## config.mk

```make
export PLATFORM = sky130hd
export DESIGN_NAME = mult_accumulator_flat
export DESIGN_NICKNAME = d
export VERILOG_FILES = /design/src/rtl/mult_accumulator_if.sv /design/src/rtl/mult_accumulator.sv /design/src/flat_wrapper.sv
export SDC_FILE = /design/constraint.sdc
export NUM_CORES = 1
export LEC_CHECK = 0
export CORE_MARGIN = 2
export CORE_UTILIZATION = 45
export CTS_BUF_LIST = sky130_fd_sc_hd__clkbuf_4 sky130_fd_sc_hd__clkbuf_8
export CTS_CLUSTER_DIAMETER = 150
export DETAILED_ROUTE_END_ITERATION = 8
export GPL_TIMING_DRIVEN = 0
export HOLD_SLACK_MARGIN = 0.1
export PLACE_DENSITY = 0.68
export SETUP_SLACK_MARGIN = 0.1
export SLEW_MARGIN = 5
export SYNTH_ARGS = -nofsm -noshare
export SYNTH_HDL_FRONTEND = slang
export SYNTH_HIERARCHICAL = 1
export SYNTH_SLANG_ARGS = --single-unit
```

## constraint.sdc

```tcl
create_clock -name i_clk -period 8.3 [get_ports i_clk]
set_input_delay 1.66 -clock i_clk [delete_from_list [all_inputs] [get_ports i_clk]]
set_output_delay 1.66 -clock i_clk [all_outputs]
set_load 0.005 [all_outputs]
```

## src/rtl/mult_accumulator_if.sv

```systemverilog
// Operand/result bus of the multiply-accumulate stage. The master side drives operand beats
// and accepts results; the slave side is the accumulator itself.
interface mult_accumulator_if #(
  parameter int SIZE  = 10,
  parameter int ACC_W = 32,
  parameter int LEN_W = 8
) ();
  // Valid/ready: a transfer occurs on a rising edge where valid and ready are both high;
  // valid never waits for ready, and payload is held stable while valid is high and ready low.
  logic             i_valid;
  logic             o_ready;
  logic [SIZE-1:0]  i_A;
  logic [SIZE-1:0]  i_B;
  logic [LEN_W-1:0] i_len;
  logic             o_valid;
  logic             i_ready;
  logic [ACC_W-1:0] o_acc;
  logic [LEN_W-1:0] o_count;
  logic             o_ovf;
  logic [1:0]       o_state;

  modport slave (
    input  i_valid, i_A, i_B, i_len, i_ready,
    output o_ready, o_valid, o_acc, o_count, o_ovf, o_state
  );

  modport master (
    output i_valid, i_A, i_B, i_len, i_ready,
    input  o_ready, o_valid, o_acc, o_count, o_ovf, o_state
  );
endinterface

```

## src/rtl/mult_accumulator.sv

```systemverilog
// Sequential MAC stage: registers operand pairs, multiplies them with an array multiplier and
// sums i_len products per block. Define MULT_ACC_SAT_EN to saturate instead of wrap on overflow.

module array_multiplier #(
  parameter int SIZE = 10
) (
  input  logic [SIZE-1:0]   i_a,
  input  logic [SIZE-1:0]   i_b,
  output logic [2*SIZE-1:0] o_p
);
  // Row i adds the partial product a & b[i], shifted into position, onto the running sum.
  logic [2*SIZE-1:0] w_row [0:SIZE];

  assign w_row[0] = '0;

  for (genvar gi = 0; gi < SIZE; gi++) begin : g_row
    logic [2*SIZE-1:0] w_pp;
    assign w_pp          = {{SIZE{1'b0}}, (i_a & {SIZE{i_b[gi]}})} << gi;
    assign w_row[gi + 1] = w_row[gi] + w_pp;
  end

  assign o_p = w_row[SIZE];
endmodule

module mult_accumulator #(
  parameter int SIZE  = 10,
  parameter int ACC_W = 32,
  parameter int LEN_W = 8
) (
  input  logic                i_clk,
  input  logic                i_rst_n,
  input  logic                i_clear,
  mult_accumulator_if.slave   bus
);
  typedef enum logic [1:0] {
    ST_IDLE  = 2'd0,
    ST_ACCUM = 2'd1,
    ST_DRAIN = 2'd2,
    ST_HOLD  = 2'd3
  } state_t;

  state_t             r_state;
  logic [LEN_W-1:0]   r_rem;
  logic               r_valid;
  logic [SIZE-1:0]    r_a;
  logic [SIZE-1:0]    r_b;
  logic               r_v1;
  logic [ACC_W-1:0]   r_acc;
  logic [LEN_W-1:0]   r_count;
  logic               r_ovf;

  logic               w_ready;
  logic               w_accept;
  logic               w_first;
  logic [LEN_W-1:0]   w_len_eff;
  logic [2*SIZE-1:0]  w_prod;
  logic [ACC_W:0]     w_sum;
  logic               w_carry;
  logic [ACC_W-1:0]   w_acc_next;

  assign w_ready   = (r_state == ST_IDLE) || (r_state == ST_ACCUM);
  // A beat offered alongside i_clear is dropped.
  assign w_accept  = bus.i_valid && w_ready && !i_clear;
  assign w_first   = w_accept && (r_state == ST_IDLE);
  assign w_len_eff = (bus.i_len == '0) ? LEN_W'(1) : bus.i_len;

  array_multiplier #(.SIZE(SIZE)) u_mult (
    .i_a (r_a),
    .i_b (r_b),
    .o_p (w_prod)
  );

  assign w_sum   = {1'b0, r_acc} + (ACC_W+1)'(w_prod);
  assign w_carry = w_sum[ACC_W];

`ifdef MULT_ACC_SAT_EN
  // Once a block has overflowed the sum stays pinned at full scale.
  assign w_acc_next = (w_carry || r_ovf) ? {ACC_W{1'b1}} : w_sum[ACC_W-1:0];
`else
  assign w_acc_next = w_sum[ACC_W-1:0];
`endif

  always_ff @(posedge i_clk or negedge i_rst_n) begin
    if (!i_rst_n) begin
      r_state <= ST_IDLE;
      r_rem   <= '0;
      r_valid <= 1'b0;
    end else if (i_clear) begin
      r_state <= ST_IDLE;
      r_rem   <= '0;
      r_valid <= 1'b0;
    end else begin
      case (r_state)
        ST_IDLE: begin
          if (w_accept) begin
            r_rem   <= w_len_eff - LEN_W'(1);
            r_state <= (w_len_eff > LEN_W'(1)) ? ST_ACCUM : ST_DRAIN;
          end
        end
        ST_ACCUM: begin
          if (w_accept) begin
            r_rem <= r_rem - LEN_W'(1);
            if (r_rem == LEN_W'(1)) r_state <= ST_DRAIN;
          end
        end
        ST_DRAIN: begin
          r_state <= ST_HOLD;
          r_valid <= 1'b1;
        end
        ST_HOLD: begin
          if (bus.i_ready) begin
            r_state <= ST_IDLE;
            r_valid <= 1'b0;
          end
        end
        default: begin
          r_state <= ST_IDLE;
          r_valid <= 1'b0;
        end
      endcase
    end
  end

  // The first beat of a block clears the previous result; the previous block's last product
  // was already absorbed during DRAIN, so r_v1 is low here.
  always_ff @(posedge i_clk or negedge i_rst_n) begin
    if (!i_rst_n) begin
      r_a     <= '0;
      r_b     <= '0;
      r_v1    <= 1'b0;
      r_acc   <= '0;
      r_count <= '0;
      r_ovf   <= 1'b0;
    end else if (i_clear) begin
      r_v1    <= 1'b0;
      r_acc   <= '0;
      r_count <= '0;
      r_ovf   <= 1'b0;
    end else begin
      r_v1 <= w_accept;
      if (w_accept) begin
        r_a <= bus.i_A;
        r_b <= bus.i_B;
      end
      if (w_first) begin
        r_acc   <= '0;
        r_count <= '0;
        r_ovf   <= 1'b0;
      end else if (r_v1) begin
        r_acc   <= w_acc_next;
        r_count <= r_count + LEN_W'(1);
        if (w_carry) r_ovf <= 1'b1;
      end
    end
  end

  assign bus.o_ready = w_ready;
  assign bus.o_valid = r_valid;
  assign bus.o_acc   = r_acc;
  assign bus.o_count = r_count;
  assign bus.o_ovf   = r_ovf;
  assign bus.o_state = r_state;
endmodule

```

## src/flat_wrapper.sv

```systemverilog
// flat-port wrapper written by rule: the top's interface ports become plain ports
module mult_accumulator_flat 
#(
  parameter int SIZE  = 10,
  parameter int ACC_W = 32,
  parameter int LEN_W = 8
)
  (i_clk, i_rst_n, i_clear, bus_i_valid, bus_i_A, bus_i_B, bus_i_len, bus_i_ready, bus_o_ready, bus_o_valid, bus_o_acc, bus_o_count, bus_o_ovf, bus_o_state);
  mult_accumulator_if #(.SIZE(SIZE), .ACC_W(ACC_W), .LEN_W(LEN_W)) bus_i ();
  input  logic i_clk;
  input  logic i_rst_n;
  input  logic i_clear;
  input wire logic [$bits(bus_i.i_valid)-1:0] bus_i_valid;
  input wire logic [$bits(bus_i.i_A)-1:0] bus_i_A;
  input wire logic [$bits(bus_i.i_B)-1:0] bus_i_B;
  input wire logic [$bits(bus_i.i_len)-1:0] bus_i_len;
  input wire logic [$bits(bus_i.i_ready)-1:0] bus_i_ready;
  output wire logic [$bits(bus_i.o_ready)-1:0] bus_o_ready;
  output wire logic [$bits(bus_i.o_valid)-1:0] bus_o_valid;
  output wire logic [$bits(bus_i.o_acc)-1:0] bus_o_acc;
  output wire logic [$bits(bus_i.o_count)-1:0] bus_o_count;
  output wire logic [$bits(bus_i.o_ovf)-1:0] bus_o_ovf;
  output wire logic [$bits(bus_i.o_state)-1:0] bus_o_state;
  assign bus_i.i_valid = bus_i_valid;
  assign bus_i.i_A = bus_i_A;
  assign bus_i.i_B = bus_i_B;
  assign bus_i.i_len = bus_i_len;
  assign bus_i.i_ready = bus_i_ready;
  assign bus_o_ready = bus_i.o_ready;
  assign bus_o_valid = bus_i.o_valid;
  assign bus_o_acc = bus_i.o_acc;
  assign bus_o_count = bus_i.o_count;
  assign bus_o_ovf = bus_i.o_ovf;
  assign bus_o_state = bus_i.o_state;
  mult_accumulator #(.SIZE(SIZE), .ACC_W(ACC_W), .LEN_W(LEN_W)) u_core (.i_clk(i_clk), .i_rst_n(i_rst_n), .i_clear(i_clear), .bus(bus_i));
endmodule
```

==> results of run 1 <==
-- final timing paths --
path | startpoint | endpoint | cells past startpoint
max | u_core/r_a[4] | u_core/bus.o_acc[31] | 37
min | u_core/r_a[7] | u_core/r_a[7] | 1
max reg2reg | u_core/r_a[4] | u_core/bus.o_acc[31] | 37
min reg2reg | u_core/r_a[7] | u_core/r_a[7] | 1
max in group asynchronous | i_rst_n | u_core/r_a[6] | 2
min in group asynchronous | i_rst_n | u_core/bus.o_acc[22] | 1
-- cell type report --
class	instances	area, um2
Sequential cell	73	1830
Clock buffer	11	145
Clock inverter	5	38.8
Timing Repair Buffer	115	1090
Inverter	112	420
Buffer	33	234
Tap cell	225	282
Fill cell	1562	7280
Multi-Input combinational cell	685	6040
-- through the flow --
step	utilization	setup WS [ps]
after floorplan	-	125
after global placement	0.522	-610
after detailed placement	0.523	-637
after CTS	0.561	101
after global routing	0.581	-279
final	0.581	27.9
-- routing by layer --
layer  vias up  wire length, um  part of all wire
li1       3319                -                 -
met2       160             9450              0.48
met1      3396             9240              0.46
met4         0              438             0.022
met5         -                0                 0
met3        35              751             0.038
-- repair_timing --
| item | in CTS | in global routing |
|---|---|---|
| pin swaps | 47 | 49 |
| cloned | 0 | 0 |
| endpoints found under the setup margin | 19 | 19 |
| gates resized for setup | 61 | 63 |
| setup buffers | 28 | 9 |
-- critical path: cells and delay by family, from the launching register on --
| family | cells | cell delay [ps] |
|---|---|---|
| buffers and inverters | 11 | 1000 |
| XOR/XNOR | 2 | 450 |
| AND/OR/NAND/NOR | 4 | 450 |
| AO/OA/AOI/OAI | 10 | 1730 |
| flip-flops | 1 | 390 |
| adder cells (fa/ha/maj) | 9 | 3990 |
| multiplexers | 1 | 120 |
-- layout by cell type (no fill, tap or decap), types with 21 or more instances in the layout --
master,Yosys,final
inv_1,112,105
nand2_1,104,102
clkdlybuf4s50_1,0,76
dfrtp_1,73,71
ha_1,74,60
fa_1,61,59
and2_1,56,53
a21oi_1,52,43
nor2_1,42,41
buf_4,0,34
nand3_1,30,27
mux2_2,21,21
xnor2_1,24,21
-- state kept, by name, summed over array words and instances (netlist names) --
register            flops
u_core/bus.o_valid      1
u_core/bus.o_acc       32
u_core/r_v1             1
u_core/bus.o_ovf        1
u_core/bus.o_state      2
u_core/bus.o_count      8
u_core/r_b             10
u_core/r_a             10
u_core/r_rem            8
-- cell families (layout without fill, tap and decap cells) --
kind of cell             after synthesis  in the layout
AO/OA/AOI/OAI                        173            173
XOR/XNOR                              38             38
adder cells (fa/ha/maj)              135            135
buffers and inverters                145            276
flip-flops                            73             73
multiplexers                          39             39
AND/OR/NAND/NOR                      300            300
==> reports/results.tsv, run 1 <==
stage	metric	value	unit
status	status	completed	
grt	grt_use_met3	0.0327	
sta	hold_slack	508	ps
logic_synthesis	synthSimpleGateAreaFrac	0.187	
logic_synthesis	synthAdderAreaFrac	0.269	
logic_synthesis	synth_compound_area_frac	0.151	
logic_synthesis	synth_edf_count	0	
cts	clk_pin_slew	80	ps
die	die_area	18900	um2
logic_synthesis	ys_types	68	
sta	skew	9.42	ps
logic_synthesis	synthTopCellsByArea	dfrtp_1, fa_1, ha_1	
cts	postCtsHoldBufs	0	
logic_synthesis	synth_top_family_by_area	adder cells	
logic_synthesis	synth_top_area_frac	0.228	
sta	max_freq	121	MHz
logic_synthesis	postSynthAreaPerCell	8.86	um2
cts	clk_latency	380	ps
critical_path	critPathSlowestCell	fa_1	
logic_synthesis	async_flop_share	1.00	
critical_path	cpMostUsedCell	fa_1	
route	drtAntennaViolNets	0	
grt	grtUsageMet1	0.291	
critical_path	worstSetupEndpointType	flip-flop	
cts	cts_tree	yes	
sta	fin_crit	8270	ps
die	die_h	137	um
cts	root_buffer	clkbuf_8	
finish	diodes	0	
sta	rsz0062_at_grt	yes	
finish	syn2layout_area_growth	26.1	%
grt	grt_max_degree	63	
cts	ctsHtreeMaxLevel	3	
cts	cts_buffers	9	
route	via_per_inst	5.49	
critical_path	slowest_delay	570	ps
logic_synthesis	synth-seq-cells	73	
critical_path	startpoint_type	flip-flop	
finish	finalInstanceArea	10100	um2
grt	busiest_layer	met2	
sta	setup_viol_count_final	0	
critical_path	worstSetupPathType	reg -> reg	
route	wire_per_inst	15.8	um
logic_synthesis	synthesis.instances	903	
critical_path	critPathMaxFanout	5	
sta	tns	0	ps
die	initial_utilization	0.461	
finish	drive_above_1_share	0.165	
grt	gr-total-overflow	0	
grt	track_usage	0.214	
logic_synthesis	netlist_top_cells_count	inv_1, nand2_1, ha_1	
die	coreArea	17400	um2
die	ioPinCount	78	
worst_hold_path	hp-class	reg -> reg	
cts	cts.sinks	73	
route	routed_wl	19900	um
grt	grt_pass1_vias	6699	
route	via_count	6910	
sta	hold_viol	0	
critical_path	regToRegSetupSlack	30	ps
finish	fin_nets	1197	
job	maxCapViolCount	0	
placed_design	hpwl	14700	um
sta	fin_crit_sh	0.997	
logic_synthesis	synthMuxAreaShare	0.0521	
sta	worst_slew_pin_slew	714	ps
die	std_cell_rows	48	
route	first_pass_iters	5	
logic_synthesis	synthXorXnorAreaFrac	0.0416	
die	die_w	137	um
grt	grt_first_pass_wirelength	32200	um
placed_design	placedCellCount	1206	
logic_synthesis	syn-cell-area	8000	um2
logic_synthesis	yosysSeqAreaShare	0.228	
critical_path	critical_path_required	8560	ps
route	drtIter0Drc	396	
sta	slew_headroom	0.524	
grt	use_met2	0.352	
grt	antenna_found_initial	0	
placed_design	placed_area	9080	um2
finish	final_cells	1259	
logic_synthesis	synthMostInstantiatedCell	inv_1	
placed_design	port_buffers	77	
sta	slew_violations	0	
logic_synthesis	ys.warnings.count	6	
logic_synthesis	synth_ff_type	dfrtp_1	
logic_synthesis	yosys.area.top_type	dfrtp_1	
logic_synthesis	synth_nets	1071	
route	drc	0	
placed_design	globalplace.congestion	0.943	
cts	cts_buffer_depth	2	
critical_path	arrival	8530	ps
Power of run 1 is left out: the tool's default activity adds up to more than one toggle a clock period on the data nets, which glitch-free logic cannot reach.
==> run 2, diff against run 1 <==
- CAP_MARGIN: not set -> 40
- CORE_MARGIN: 2 -> 5
==> reports/results.tsv, run 2 (synthesis results as in run 1) <==
stage	metric	value	unit	change
route	first_pass_iters	7		+2
die	die_area	20500	um2	+8.9%
finish	drive_above_1_share	0.195		+0.0293
finish	largest_register_ffs	32		unchanged
placed_design	port_buffers	77		unchanged
die	initial_utilization	0.461		unchanged
cts	cts.sinks	73		unchanged
cts	clk_pin_slew	90	ps	about the same
finish	diodes	0		unchanged
critical_path	critPathMaxFanout	8		+3
critical_path	critPathSlowestCell	fa_1		
grt	grt_pass1_vias	6829		+1.9%
route	via_count	6949		+0.56%
finish	fin_nets	1212		+1.3%
grt	track_usage	0.197		-0.0176
sta	worst_slew_pin_slew	744	ps	+30.7 ps
critical_path	critical_path_required	8590	ps	+30 ps
cts	clk_latency	380	ps	about the same
grt	grt_max_degree	61		-3.2%
sta	max_freq	120	MHz	-0.48%
route	via_per_inst	5.46		-0.54%
die	die_w	143	um	+4.4%
cts	ctsHtreeMaxLevel	3		unchanged
sta	rsz0062_at_grt	yes		
sta	slew_headroom	0.504		-0.0204
die	std_cell_rows	48		unchanged
grt	grt_first_pass_wirelength	32900	um	+2.2%
placed_design	dp_slack	-640	ps	-2.34 ps
cts	cts_buffer_depth	2		unchanged
sta	slew_violations	0		unchanged
die	ioPinCount	78		unchanged
die	coreArea	17400	um2	unchanged
sta	finalWorstSetupSlack	-12.1	ps	-40.0 ps
placed_design	hpwl	15000	um	+1.8%
placed_design	placedCellCount	1207		+0.083%
grt	gr-total-overflow	0		unchanged
critical_path	worstSetupEndpointType	flip-flop		
route	route.met3.wl	1020	um	+36%
critical_path	worstSetupPathType	reg -> reg		
job	maxCapViolCount	0		unchanged
worst_hold_path	hp-class	reg -> reg		
sta	setup_viol_count_final	4		+4
cts	cts_tree	yes		
finish	final_cells	1273		+1.1%
critical_path	startpoint_type	flip-flop		
route	m1WireLength	9150	um	-1.0%
route	drc	0		unchanged
sta	fin_crit_sh	1.00		+0.00482
critical_path	regToRegSetupSlack	-10	ps	-40 ps
sta	fin_crit	8310	ps	+40.0 ps
cts	postCtsHoldBufs	0		unchanged
route	drtAntennaViolNets	0		unchanged
finish	syn2layout_area_growth	30.0	%	
critical_path	slowest_delay	580	ps	about the same
route	routed_wl	20300	um	+2.1%
critical_path	cpMostUsedCell	fa_1		
die	die_h	143	um	+4.4%
sta	hold_viol	0		unchanged
route	highest_layer	met4		
finish	layout_commonest_cell	inv_1		
finish	final_cell_mix	inv_1, nand2_1, clkdlybuf4s50_1		
status	failed_checks	negative setup slack		
route	wl_met2	9570	um	+1.3%
cts	cts_buffers	9		unchanged
finish	post-route-util	0.599		+0.0181
placed_design	globalplace.congestion	0.878		-6.8%
critical_path	arrival	8600	ps	+70 ps
grt	antenna_found_initial	0		unchanged
route	wire_per_inst	16.0	um	+0.99%
route	drtIter0Drc	402		+1.5%
sta	skew	22.4	ps	+12.9 ps
status	status	finished, violations left		
cts	root_buffer	clkbuf_8		
-- run 2: cell types whose count changed in the layout (fill, tap and decap cells not counted), moves of 3 or more --
| cell | change |
|---|---|
| buf_4 | +12 |
| buf_6 | +4 |
| ha_1 | -5 |
| ha_4 | +3 |
| nor2_1 | -3 |
| xnor2_1 | -4 |
| xnor2_2 | +4 |
-- run 2: per-stage QoR --
step	hold WS (ps)	TNS (ps)	area, um2
floorplan	474	0	8010
global placement	489	-7730	9060
detailed placement	495	-8360	9090
CTS	517	0	9830
global route	535	-3050	10400
finish	513	-38.1	10400
-- run 2: worst paths after layout --
check                              start                   end  depth (start not counted)
max                        u_core/r_b[1]  u_core/bus.o_acc[30]                         34
min                        u_core/r_b[7]         u_core/r_b[7]                          1
max reg2reg                u_core/r_b[1]  u_core/bus.o_acc[30]                         34
min reg2reg                u_core/r_b[7]         u_core/r_b[7]                          1
max in group asynchronous        i_rst_n         u_core/r_a[6]                          2
min in group asynchronous        i_rst_n   u_core/bus.o_acc[8]                          1
-- run 2: cell type report --
cell class | count | area (um2)
fillers | 1469 | 6960
multi-input cells | 685 | 6200
flip-flops and latches | 73 | 1830
repair buffers | 130 | 1210
inverters | 112 | 420
well taps | 225 | 282
plain buffers | 33 | 236
clock buffers | 10 | 131
clock inverters | 5 | 81.3
-- run 2: repair_timing --
| item | 4_1_cts | 5_1_grt |
|---|---|---|
| resized for setup | 63 | 98 |
| setup endpoints to repair | 18 | 18 |
| setup buffers | 36 | 18 |
| pin swaps | 46 | 66 |
-- run 2: critical path, delay by kind of cell, from the launching register on --
kind	cells	cell delay, ps
xor gates and xnor gates	2	270
AOI/OAI and AO/OA	9	2300
and+or+nand+nor	5	650
adders and majority gates	9	3900
DFF	1	420
buffers and inverters	9	680
-- run 2: per-layer routing --
layer / GRT usage / vias up
met5: 0 / -
met4: 0.0614 / 0
met3: 0.0300 / 45
met2: 0.326 / 218
met1: 0.266 / 3345
li1: - / 3341
Power of run 2 is left out for the same reason.
